==> src/rtl/io_bridge_pkg.sv <==
// Shared CPU/bus definitions: the RV32 opcodes used by the core, the I/O page
// location and register offsets, and the 7-segment glyph decoder.
package io_bridge_pkg;

    // Base opcodes used by the core's control unit
    typedef enum logic [6:0] {
        OP_LUI    = 7'b0110111,
        OP_AUIPC  = 7'b0010111,
        OP_JAL    = 7'b1101111,
        OP_JALR   = 7'b1100111,
        OP_BRANCH = 7'b1100011,
        OP_LOAD   = 7'b0000011,
        OP_STORE  = 7'b0100011,
        OP_IMM    = 7'b0010011,
        OP_REG    = 7'b0110011
    } opcode_e;

    // Memory-mapped I/O page (4 KiB); every other address belongs to DRAM
    localparam logic [31:0] IO_BASE_DEFAULT = 32'hFFFF_F000;

    // Register offsets within the I/O page
    localparam logic [11:0] OFF_SEG = 12'h000;
    localparam logic [11:0] OFF_TMR = 12'h020;
    localparam logic [11:0] OFF_LED = 12'h060;
    localparam logic [11:0] OFF_SW  = 12'h070;

    // Hex nibble to active-low segments {DP,G,F,E,D,C,B,A}; DP is always off
    function automatic logic [7:0] hex7seg(input logic [3:0] v);
        logic [7:0] seg;
        case (v)
            4'h0:    seg = 8'hC0;
            4'h1:    seg = 8'hF9;
            4'h2:    seg = 8'hA4;
            4'h3:    seg = 8'hB0;
            4'h4:    seg = 8'h99;
            4'h5:    seg = 8'h92;
            4'h6:    seg = 8'h82;
            4'h7:    seg = 8'hF8;
            4'h8:    seg = 8'h80;
            4'h9:    seg = 8'h90;
            4'hA:    seg = 8'h88;
            4'hB:    seg = 8'h83;
            4'hC:    seg = 8'hC6;
            4'hD:    seg = 8'hA1;
            4'hE:    seg = 8'h86;
            default: seg = 8'h8E;
        endcase
        return seg;
    endfunction

endpackage

==> src/rtl/io_bridge_seg_scan.sv <==
// Eight-digit multiplexed 7-segment scanner. Each digit is lit for SCAN_DIV
// clocks; the glyph is decoded combinationally from the live SEG value, so a
// SEG write shows up on the lit digit immediately without touching scan phase.
module seg_scan
    import io_bridge_pkg::*;
#(
    parameter int SCAN_DIV = 50000
) (
    input  logic        cpu_clk,
    input  logic        cpu_rst,
    input  logic [31:0] i_seg,
    output logic [7:0]  o_dig_en,
    output logic [7:0]  o_dig_seg
);

    localparam int CNT_W = (SCAN_DIV > 2) ? $clog2(SCAN_DIV) : 1;
    localparam logic [CNT_W-1:0] CNT_LAST = CNT_W'(SCAN_DIV - 1);

    logic [CNT_W-1:0] r_cnt;
    logic [2:0]       r_idx;
    logic [3:0]       w_nibble;

    // Prescaler and digit index; the index steps when the prescaler wraps
    always_ff @(posedge cpu_clk or posedge cpu_rst) begin
        if (cpu_rst) begin
            r_cnt <= '0;
            r_idx <= '0;
        end else if (r_cnt == CNT_LAST) begin
            // NOTE: non-blocking assignments keep every flop in this block
            // reading pre-edge values, so r_idx sees the old r_cnt.
            r_cnt <= '0;
            r_idx <= r_idx + 3'd1;
        end else begin
            r_cnt <= r_cnt + CNT_W'(1);
        end
    end

    assign w_nibble  = i_seg[4*r_idx +: 4];
    assign o_dig_en  = ~(8'b1 << r_idx);
    assign o_dig_seg = hex7seg(w_nibble);

endmodule

==> src/rtl/io_bridge.sv <==
// Responder side of the CPU data bus. Decodes each access to DRAM or the I/O
// page, owns the LED/SEG/TMR registers and the switch synchroniser, and
// returns read data combinationally in the same cycle.
module io_bridge
    import io_bridge_pkg::*;
#(
    parameter logic [31:0] IO_BASE  = IO_BASE_DEFAULT,
    parameter int          SCAN_DIV = 50000,
    parameter int          LED_W    = 24
) (
    input  logic             cpu_clk,
    input  logic             cpu_rst,
    input  logic [31:0]      Bus_addr,
    input  logic             Bus_wen,
    input  logic [31:0]      Bus_wdata,
    output logic [31:0]      Bus_rdata,
    output logic [13:0]      dram_addr,
    output logic             dram_wen,
    output logic [31:0]      dram_wdata,
    input  logic [31:0]      dram_rdata,
    input  logic [LED_W-1:0] sw,
    output logic [LED_W-1:0] led,
    output logic [7:0]       dig_en,
    output logic [7:0]       dig_seg
);

    logic             w_io_sel;
    logic [9:0]       w_word_off;
    logic             w_wr_seg;
    logic             w_wr_tmr;
    logic             w_wr_led;
    logic [31:0]      w_io_rdata;
    logic             w_unused_lsbs;

    logic [LED_W-1:0] r_led;
    logic [31:0]      r_seg;
    logic [31:0]      r_tmr;
    logic [LED_W-1:0] r_sw_meta;
    logic [LED_W-1:0] r_sw_sync;

    // Address decode: byte lanes are ignored, every access is a full word
    assign w_io_sel      = (Bus_addr[31:12] == IO_BASE[31:12]);
    assign w_word_off    = Bus_addr[11:2];
    assign w_unused_lsbs = &{1'b0, Bus_addr[1:0]};

    assign w_wr_seg = Bus_wen & w_io_sel & (w_word_off == OFF_SEG[11:2]);
    assign w_wr_tmr = Bus_wen & w_io_sel & (w_word_off == OFF_TMR[11:2]);
    assign w_wr_led = Bus_wen & w_io_sel & (w_word_off == OFF_LED[11:2]);

    // DRAM port: reset gates the strobe so no store can slip out mid-reset
    assign dram_addr  = Bus_addr[15:2];
    assign dram_wdata = Bus_wdata;
    assign dram_wen   = Bus_wen & ~w_io_sel & ~cpu_rst;

    // Writable I/O registers
    always_ff @(posedge cpu_clk or posedge cpu_rst) begin
        if (cpu_rst) begin
            r_led <= '0;
            r_seg <= '0;
        end else begin
            if (w_wr_led) r_led <= Bus_wdata[LED_W-1:0];
            if (w_wr_seg) r_seg <= Bus_wdata;
        end
    end

    // Free-running cycle timer; a bus write replaces that cycle's increment
    always_ff @(posedge cpu_clk or posedge cpu_rst) begin
        if (cpu_rst) begin
            r_tmr <= '0;
        end else if (w_wr_tmr) begin
            r_tmr <= Bus_wdata;
        end else begin
            r_tmr <= r_tmr + 32'd1;
        end
    end

    // Two-flop synchroniser for the asynchronous board switches
    always_ff @(posedge cpu_clk or posedge cpu_rst) begin
        if (cpu_rst) begin
            r_sw_meta <= '0;
            r_sw_sync <= '0;
        end else begin
            r_sw_meta <= sw;
            r_sw_sync <= r_sw_meta;
        end
    end

    // I/O read mux; unmapped offsets read as zero
    always_comb begin
        // NOTE: assigning a default before the case means every path drives
        // w_io_rdata, so no latch is inferred for unmatched offsets.
        w_io_rdata = '0;
        case (w_word_off)
            OFF_SEG[11:2]: w_io_rdata = r_seg;
            OFF_TMR[11:2]: w_io_rdata = r_tmr;
            OFF_LED[11:2]: w_io_rdata = 32'(r_led);
            OFF_SW[11:2]:  w_io_rdata = 32'(r_sw_sync);
            default:       w_io_rdata = '0;
        endcase
    end

    assign Bus_rdata = w_io_sel ? w_io_rdata : dram_rdata;
    assign led       = r_led;

    seg_scan #(
        .SCAN_DIV (SCAN_DIV)
    ) u_seg_scan (
        .cpu_clk   (cpu_clk),
        .cpu_rst   (cpu_rst),
        .i_seg     (r_seg),
        .o_dig_en  (dig_en),
        .o_dig_seg (dig_seg)
    );

endmodule

==> config.mk <==
export PLATFORM = sky130hd
export DESIGN_NAME = io_bridge
export DESIGN_NICKNAME = d
export VERILOG_FILES = /design/src/rtl/io_bridge_pkg.sv /design/src/rtl/io_bridge_seg_scan.sv /design/src/rtl/io_bridge.sv
export SDC_FILE = /design/constraint.sdc
export NUM_CORES = 1
export LEC_CHECK = 0
export CAP_MARGIN = 25
export CORE_MARGIN = 8
export CORE_UTILIZATION = 52
export CTS_CLUSTER_DIAMETER = 80
export DETAILED_ROUTE_END_ITERATION = 8
export PLACE_DENSITY = 0.87
export SLEW_MARGIN = 20
export SYNTH_ARGS = -nofsm -noshare
export SYNTH_HDL_FRONTEND = slang
export SYNTH_SLANG_ARGS = --single-unit
==> constraint.sdc <==
create_clock -name cpu_clk -period 16.3 [get_ports cpu_clk]
set_input_delay 2.445 -clock cpu_clk [delete_from_list [all_inputs] [get_ports cpu_clk]]
set_output_delay 2.445 -clock cpu_clk [all_outputs]
set_load 0.01 [all_outputs]
# Word-level counts from Yosys, hierarchy flattened
# Memory sizes are Yosys's and may differ from the RTL's.
# Index checks and enable logic that the tools add are counted.
# W data, S select, Z words.
dict set report totals {
  ff_bits 155
  rom_bits 112
  input_bits 123
  output_inout_bits 119
  mem_count 1
}
dict set report op_classes {
  add_sub_neg 3
  eq_ne 5
  n_shift 2
  n_mux 4
  bitwise_logic 9
  reduce_logical 1
}
# memory words width rd rd_ports_with_merged_regs write_ports line
set mem_list {}
lappend mem_list {{(no name shown)} 16 7 1 0 0 io_bridge_pkg.sv:30} ;# case (v)
# op n
set op_table {}
lappend op_table {{$pmux W32 S4} 1}
lappend op_table {{$mux W32} 2}
lappend op_table {{$add A32 B1 Y32 const B} 1}
lappend op_table {{$shiftx A32 B6 Y4} 1}
lappend op_table {{$eq A10 B5 Y1 const B} 2}
lappend op_table {{$eq A20 B20 Y1 const B} 1}
lappend op_table {{$add A16 B1 Y16 const B} 1}
lappend op_table {{$eq A16 B16 Y1 const B} 1}
lappend op_table {{$mux W16} 1}
lappend op_table {{$eq A10 B4 Y1 const B} 1}
lappend op_table {{$logic_not A10 Y1} 1}
lappend op_table {{$not A8 Y8} 1}
lappend op_table {{$shl A1 B3 Y8 const A} 1}
lappend op_table {{$and A1 B1 Y1} 6}
lappend op_table {{$add A3 B1 Y3 const B} 1}
lappend op_table {{$not A1 Y1} 2}

# Depth between registers and ports, before layout
# Gate-level depths: netlist of run 1.
dict set report depth {
  word_depth 4
  ltp_mapped 9
  mapped_depth_nobuf 8
}

# Cells and area by module
# A second synthesis of run 1 with hierarchy kept.
dict set report hier_totals {
  hier_cells 725
  area_unflattened_um2 8155.3
}
# module n_inst cells_per_inst area_each_um2
set modules_own_cells {}
lappend modules_own_cells {io_bridge 1 581 6620.1}
lappend modules_own_cells {seg_scan 1 144 1535.2}

# Worst setup path before layout of run 1
# No wires, ideal clock.
dict set report synth_timing {
  path_kind {input-to-output}
  from {input port cpu_rst}
  to {output port dram_wen}
  t_arrival_ps 6210
  t_required_ps 13855
  path_slack_ps 7645
  path_stages 2
  n_path_buf 0
  cell_sequence {inv_1 > and3_1}
}
dict set report synth_between {
  elab_chain_len 2
}
# element line
set synth_rtl {}
lappend synth_rtl {{start: declaration} io_bridge.sv:12} ;# input logic cpu_rst,
lappend synth_rtl {{$not A1 Y1} io_bridge.sv:53} ;# assign dram_wen = Bus_wen & ~w_io_sel & ~cpu_rst;
lappend synth_rtl {{$and A1 B1 Y1} io_bridge.sv:53}
lappend synth_rtl {{end: declaration} io_bridge.sv:18} ;# output logic dram_wen,
# Every way passes these cells.

# Worst setup path in the final report of run 1
dict set report layout_timing {
  from {input port Bus_addr[29]}
  to {output port Bus_rdata[30]}
}
dict set report layout_between {
  elab_chain_len 2
}
# element line
set layout_rtl {}
lappend layout_rtl {{start: declaration} io_bridge.sv:13} ;# input logic [31:0] Bus_addr,
lappend layout_rtl {{$eq A20 B20 Y1} io_bridge.sv:42} ;# assign w_io_sel = (Bus_addr[31:12] == IO_BASE[31:12]);
lappend layout_rtl {{$mux W32} io_bridge.sv:102} ;# assign Bus_rdata = w_io_sel ? w_io_rdata : dram_rdata;
lappend layout_rtl {{end: declaration} io_bridge.sv:16} ;# output logic [31:0] Bus_rdata,
# Every way passes these cells.

==> metrics, run 1 <==
overall routed net length=24.7 mm; post-CTS setup buffer count=0; Seq/Total Area, Yosys=0.475; H-tree depth=4; Crit path required time=13.86 ns; Synth cell types=46; Final Hold Violating Endpoints=0; Routed Antenna Nets=0; # setup viols final=0; CTS Buf Count=17; core area=0.0156 mm^2; Die Height=between 100 and 150 um; Yosys top cell area share=0.475; most used flip-flop cell after synthesis=dfrtp_1; initial antenna violation count=1; pwr/cell area=around 80 mW/mm^2; register bit total from synthesis=155; Highest Clock Rate=129 MHz; final setup TNS=0 ns; fraction of layout instances using a drive strength above 1=0.132; Post-synth top cells=155 x dfrtp_1, 92 x nand2_1, 66 x mux2_2, 55 x mux2i_1, 54 x nor2_1; DRT iter0 DRCs=between 400 and 500; post-layout util=0.707; first-pass GRT wire length=38.3 mm; GP Congestion=0.886; routed length per instance=20.8 um; total number of vias=roughly 6700; crit path kind=primary input to primary output; cell accounting for the most synthesized area=dfrtp_1; fill count=1115; router iterations before antenna repair=5; vias per cell=5.70; cells after synthesis=776; smallest hold slack=0.347 ns; Critical Path Source Type=primary input; Crit. End Element=primary output; Min-Delay Path Class=flop to flop; pin count of the biggest net entering global routing=80; synthesis-to-finish area growth=35.0%; Post-Syn Nets=913; Worst Max-Slew Pin Slew=~0.96 ns; Max-Cap Viols=0; Leakage=0.00499 uW; Worst Path Arrival=about 5.3 ns; Worst Path Max Fanout=21; worst relative slew slack=0.361; hold bufs inserted after CTS=0; Setup Skew=0.00791 ns; io pins=roughly 240; period utilization=0.474; Detailed Place HPWL=17.6 mm; worst slack, placed=8.37 ns; nets=1093; worst vdd ir=0.0805 mV; cell row count=46; CTS tree=done; Clock Latency Late Sink=between 0.4 and 0.5 ns; Synth async-reset ratio=1.00; Overflow after GRT=0; area occupied by multi-input gates=0.00368 mm^2; clock sink total=155; most common cell in the synthesized netlist=dfrtp_1; RSZ-0062 raised after global routing=false; root buf cell=clkbuf_16; Final Slew Violations=0; Post-synth EDFFs=0; Yosys warning count=0; Avg Cell Area, Syn=10.5 um^2; Tot GR Track Use=0.247; clock transition at the registers of the reported paths=0.06 ns; Port Buffer Count=238; total chip power=roughly 900 uW; die width=141 um; register area=0.00388 mm^2; outcome=completed; ranking of synthesized cells by area=dfrtp_1 48%, mux2_2 9.1%, mux2i_1 6.7%, buf_4 4.4%, nand2_1 4.2%; vias in the first global route=between 6000 and 7000; Period minus WS final=7.73 ns; Clock Path Buffers=2; DRC=0; final worst slack=~8.6 ns; Initial Util=0.523; diodes inserted=0; CTS resizes=0; total die area=0.0200 mm^2; synthesized area=0.00816 mm^2
## per-layer routing
| layer | wire, um | track usage | part of all wire | vias to the layer above |
|---|---|---|---|---|
| li1 | - | - | - | 3023 |
| met1 | 9600 | 0.294 | 0.39 | 3340 |
| met2 | 12200 | 0.417 | 0.49 | 343 |
| met3 | 2360 | 0.0736 | 0.096 | 41 |
| met4 | 528 | 0.0905 | 0.021 | 2 |
| met5 | 13 | 0 | 0.00053 | - |
## worst max-delay path: stages
cell and delay [ns]:
clkdlybuf4s50_1 0.47, nand4_1 0.14, nor3_1 0.51, nand2_1 0.58, buf_4 0.40, o21ai_0 0.17
clkdlybuf4s50_1 0.57
## area by class of cell
type                    instances  area share
inverters                      16     0.00590
repair buffers                249       0.226
well taps                     216      0.0245
clock buffers                  18      0.0398
clock inverters                14      0.0173
multi-input cells             517       0.334
flip-flops and latches        155       0.352
## path summary, 6_finish.rpt
path,endpoint,cells past startpoint,slack (ns),startpoint
worst max-delay path,Bus_rdata[30],7,8.57,Bus_addr[29]
worst min-delay path,r_sw_sync[13]$_DFF_PP0_,0,0.35,r_sw_meta[13]$_DFF_PP0_
worst max register to register,r_tmr[24]$_DFF_PP0_,6,13.96,r_tmr[0]$_DFF_PP0_
worst min register to register,r_sw_sync[13]$_DFF_PP0_,0,0.35,r_sw_meta[13]$_DFF_PP0_
max in group asynchronous,led[18]$_DFFE_PP0P_,4,12.64,cpu_rst
min in group asynchronous,r_tmr[9]$_DFF_PP0_,2,2.52,cpu_rst
## placed cells by master (no fill, tap or decap), types with 8 or more instances in the layout
cell type        netlist  final
xor2_1                25     25
mux4_2                 8      8
xnor2_1               19     19
clkbuf_16              0     17
nand3_1               48     48
mux2_2                66     66
dfrtp_1              155    155
o22ai_1               24     24
a21oi_1               33     33
inv_1                 15     14
nand2_1               92     92
nor3_1                12     11
mux2i_1               55     55
nand4_1               21     21
ha_1                  14     14
nor2_1                54     54
o21ai_0                8      8
and3_1                 8      8
clkdlybuf4s50_1        0    236
## stage by stage
stage,area (um^2),instances
2_1_floorplan,8160,776
3_3_place_gp,10300,1149
3_5_place_dp,10300,1150
4_1_cts,11000,1182
5_1_grt,11000,1185
6_report,11000,1185
## registers in the layout, summed over array words and instances, names as in the netlist
register and flops:
r_seg 32, r_tmr 32, led 24, r_sw_meta 24, r_sw_sync 24, u_seg_scan.r_cnt 16
u_seg_scan.r_idx 3
## where the power goes
group	internal, uW	switching, uW	leakage (uW)
Combinational	49.0	36.8	0.00266
Clock	261	160	0.000307
Sequential	391	1.75	0.00202
## kinds of logic (layout without fill, tap and decap cells)
| logic type | Yosys count | in the layout | synth area share |
|---|---|---|---|
| compound gates | 74 | 74 | 0.0524 |
| xor+xnor | 44 | 44 | 0.0472 |
| fa+ha+maj | 14 | 14 | 0.0215 |
| buf+inv | 104 | 297 | 0.0739 |
| flops | 155 | 155 | 0.475 |
| mux | 129 | 129 | 0.181 |
| other cells | 1 | 1 | 0.000459 |
| simple gates | 255 | 255 | 0.149 |
No activity file was read; power rests on OpenSTA's default activity.
==> run 2, diff against run 1 <==
CORE_UTILIZATION = 48   (was 52)
PLACE_DENSITY = 0.81   (was 0.87)
clock period = 7.7 ns   (was 16.3 ns; I/O delays follow)
==> metrics, run 2 (synthesized netlist as in run 1, its figures left out) <==
crit path kind=primary input to primary output; DRC=0 (unchanged); Min-Delay Path Class=flop to flop; worst relative slew slack=0.380 (+0.0190); die width=146 um (+3.6%); Detailed Place HPWL=17.7 mm (+0.27%); total number of vias=6590 (-2.4%); Crit path required time=6.55 ns (-7.31 ns); Cells after DPL=1155 (+0.43%); CTS Buf Count=17 (unchanged); top flop regs=r_seg: 32 flops, r_tmr: 32 flops; Final Slew Violations=0 (unchanged); Critical Path Source Type=primary input; io pins=242 (unchanged); Port Buffer Count=238 (unchanged); routed length per instance=20.6 um (-1.2%); H-tree depth=4 (unchanged); Die Height=146 um (+3.6%); CTS tree=done; Clock Latency Late Sink=0.42 ns (about the same); fraction of layout instances using a drive strength above 1=0.132 (+0.000136); post-CTS setup buffer count=0 (unchanged); pwr/cell area=170 mW/mm^2 (+110%); vias per cell=5.55 (-2.6%); Period minus WS final=5.19 ns; final cell count without fillers=1188 (+0.25%); Routed Antenna Nets=0 (unchanged); synthesis-to-finish area growth=34.5%; Worst Path Arrival=4.03 ns (-1.26 ns); router iterations before antenna repair=6 (+1); first-pass GRT wire length=38.8 mm (+1.3%); # setup viols final=0 (unchanged); Tot GR Track Use=0.230 (-0.0166); CTS resizes=0 (unchanged); total die area=0.0214 mm^2 (+7.4%); Worst Path Max Fanout=27 (+29%); root buf cell=clkbuf_16; final setup TNS=0 ns (unchanged); overall routed net length=24.4 mm (-0.96%); most common cell after layout, fill and taps aside=clkdlybuf4s50_1; core area=0.0166 mm^2 (+6.3%); GP Congestion=0.887 (+0.21%); clock transition at the registers of the reported paths=0.06 ns (about the same); cell row count=47 (+2.2%); fill count=1298 (+16%); Clock Path Buffers=2 (unchanged); Overflow after GRT=0 (unchanged); RSZ-0062 raised after global routing=false; Highest Clock Rate=193 MHz; Leakage=0.00496 uW (-0.62%); pin count of the biggest net entering global routing=61 (-24%); most frequent cells in the layout=236 x clkdlybuf4s50_1, 155 x dfrtp_1, 92 x nand2_1, 66 x mux2_2, 55 x mux2i_1; nets=1092 (-0.091%); Final Hold Violating Endpoints=0 (unchanged); Setup Skew=0.0116 ns (+0.00373 ns); Max-Cap Viols=0 (unchanged); hold bufs inserted after CTS=0 (unchanged); diodes inserted=0 (unchanged); Initial Util=0.492 (-0.0311); period utilization=0.674; DRT iter0 DRCs=502 (+3.3%); Worst Max-Slew Pin Slew=0.903 ns (-0.0544 ns); vias in the first global route=6948 (+0.48%); outcome=completed; Crit. End Element=primary output; worst vdd ir=0.147 mV (+83%); initial antenna violation count=0 (-1); clock sink total=155 (unchanged)
==> run 2: path summary, 6_finish.rpt <==
kind,startpoint,endpoint,slack (ns),cells after the start
worst min register to register,r_sw_meta[21]$_DFF_PP0_,r_sw_sync[21]$_DFF_PP0_,0.34,0
min in group asynchronous,cpu_rst,r_sw_meta[11]$_DFF_PP0_,1.11,2
worst max-delay path,Bus_addr[4],Bus_rdata[27],2.51,6
max in group asynchronous,cpu_rst,u_seg_scan.r_cnt[4]$_DFF_PP0_,5.46,3
worst min-delay path,r_sw_meta[21]$_DFF_PP0_,r_sw_sync[21]$_DFF_PP0_,0.34,0
worst max register to register,r_tmr[0]$_DFF_PP0_,r_tmr[28]$_DFF_PP0_,5.33,6
==> run 2: per-layer routing <==
| metal | vias up | share of wire | track usage |
|---|---|---|---|
| met2 | 309 | 0.49 | 0.380 |
| li1 | 3025 | - | - |
| met3 | 41 | 0.080 | 0.0701 |
| met4 | 0 | 0.024 | 0.0824 |
| met5 | - | 0 | 0 |
| met1 | 3215 | 0.41 | 0.280 |
==> run 2: power breakdown <==
group | internal, uW | leakage, uW | switching (uW)
combinational | 102 | 0.00264 | 75.9
clock | 528 | 0.000292 | 333
sequential | 827 | 0.00202 | 3.85
total | 1460 | 0.00496 | 413
==> run 2: per-stage QoR <==
step | area (um^2) | setup WS (ns) | power (uW) | hold slack (ns) | util
floorplan | 8160 | 1.63 | 916 | 0.331 | -
global placement | 10300 | 2.38 | 1020 | 0.331 | 0.624
detailed placement | 10300 | 2.40 | 1030 | 0.335 | 0.624
CTS | 11000 | 2.39 | 1880 | 0.345 | 0.661
global route | 11000 | 2.31 | 1940 | 0.349 | 0.662
finish | 11000 | 2.51 | 1870 | 0.344 | 0.662
==> run 2: final cells by class <==
cell class | count | area, um^2 | share of cell area
Clock buffer | 19 | 453 | 0.0413
Multi-Input combinational cell | 517 | 3690 | 0.336
Tap cell | 220 | 275 | 0.0251
Clock inverter | 13 | 165 | 0.0150
Timing Repair Buffer | 248 | 2450 | 0.224
Sequential cell | 155 | 3880 | 0.353
Inverter | 16 | 65.1 | 0.00593
==> run 2: critical path, stage by stage <==
cell and delay [ns]:
buf_2 0.40, or4_2 1.09, nor3_4 0.53, nand2_1 0.12
o21ai_0 0.16, clkdlybuf4s50_1 0.56
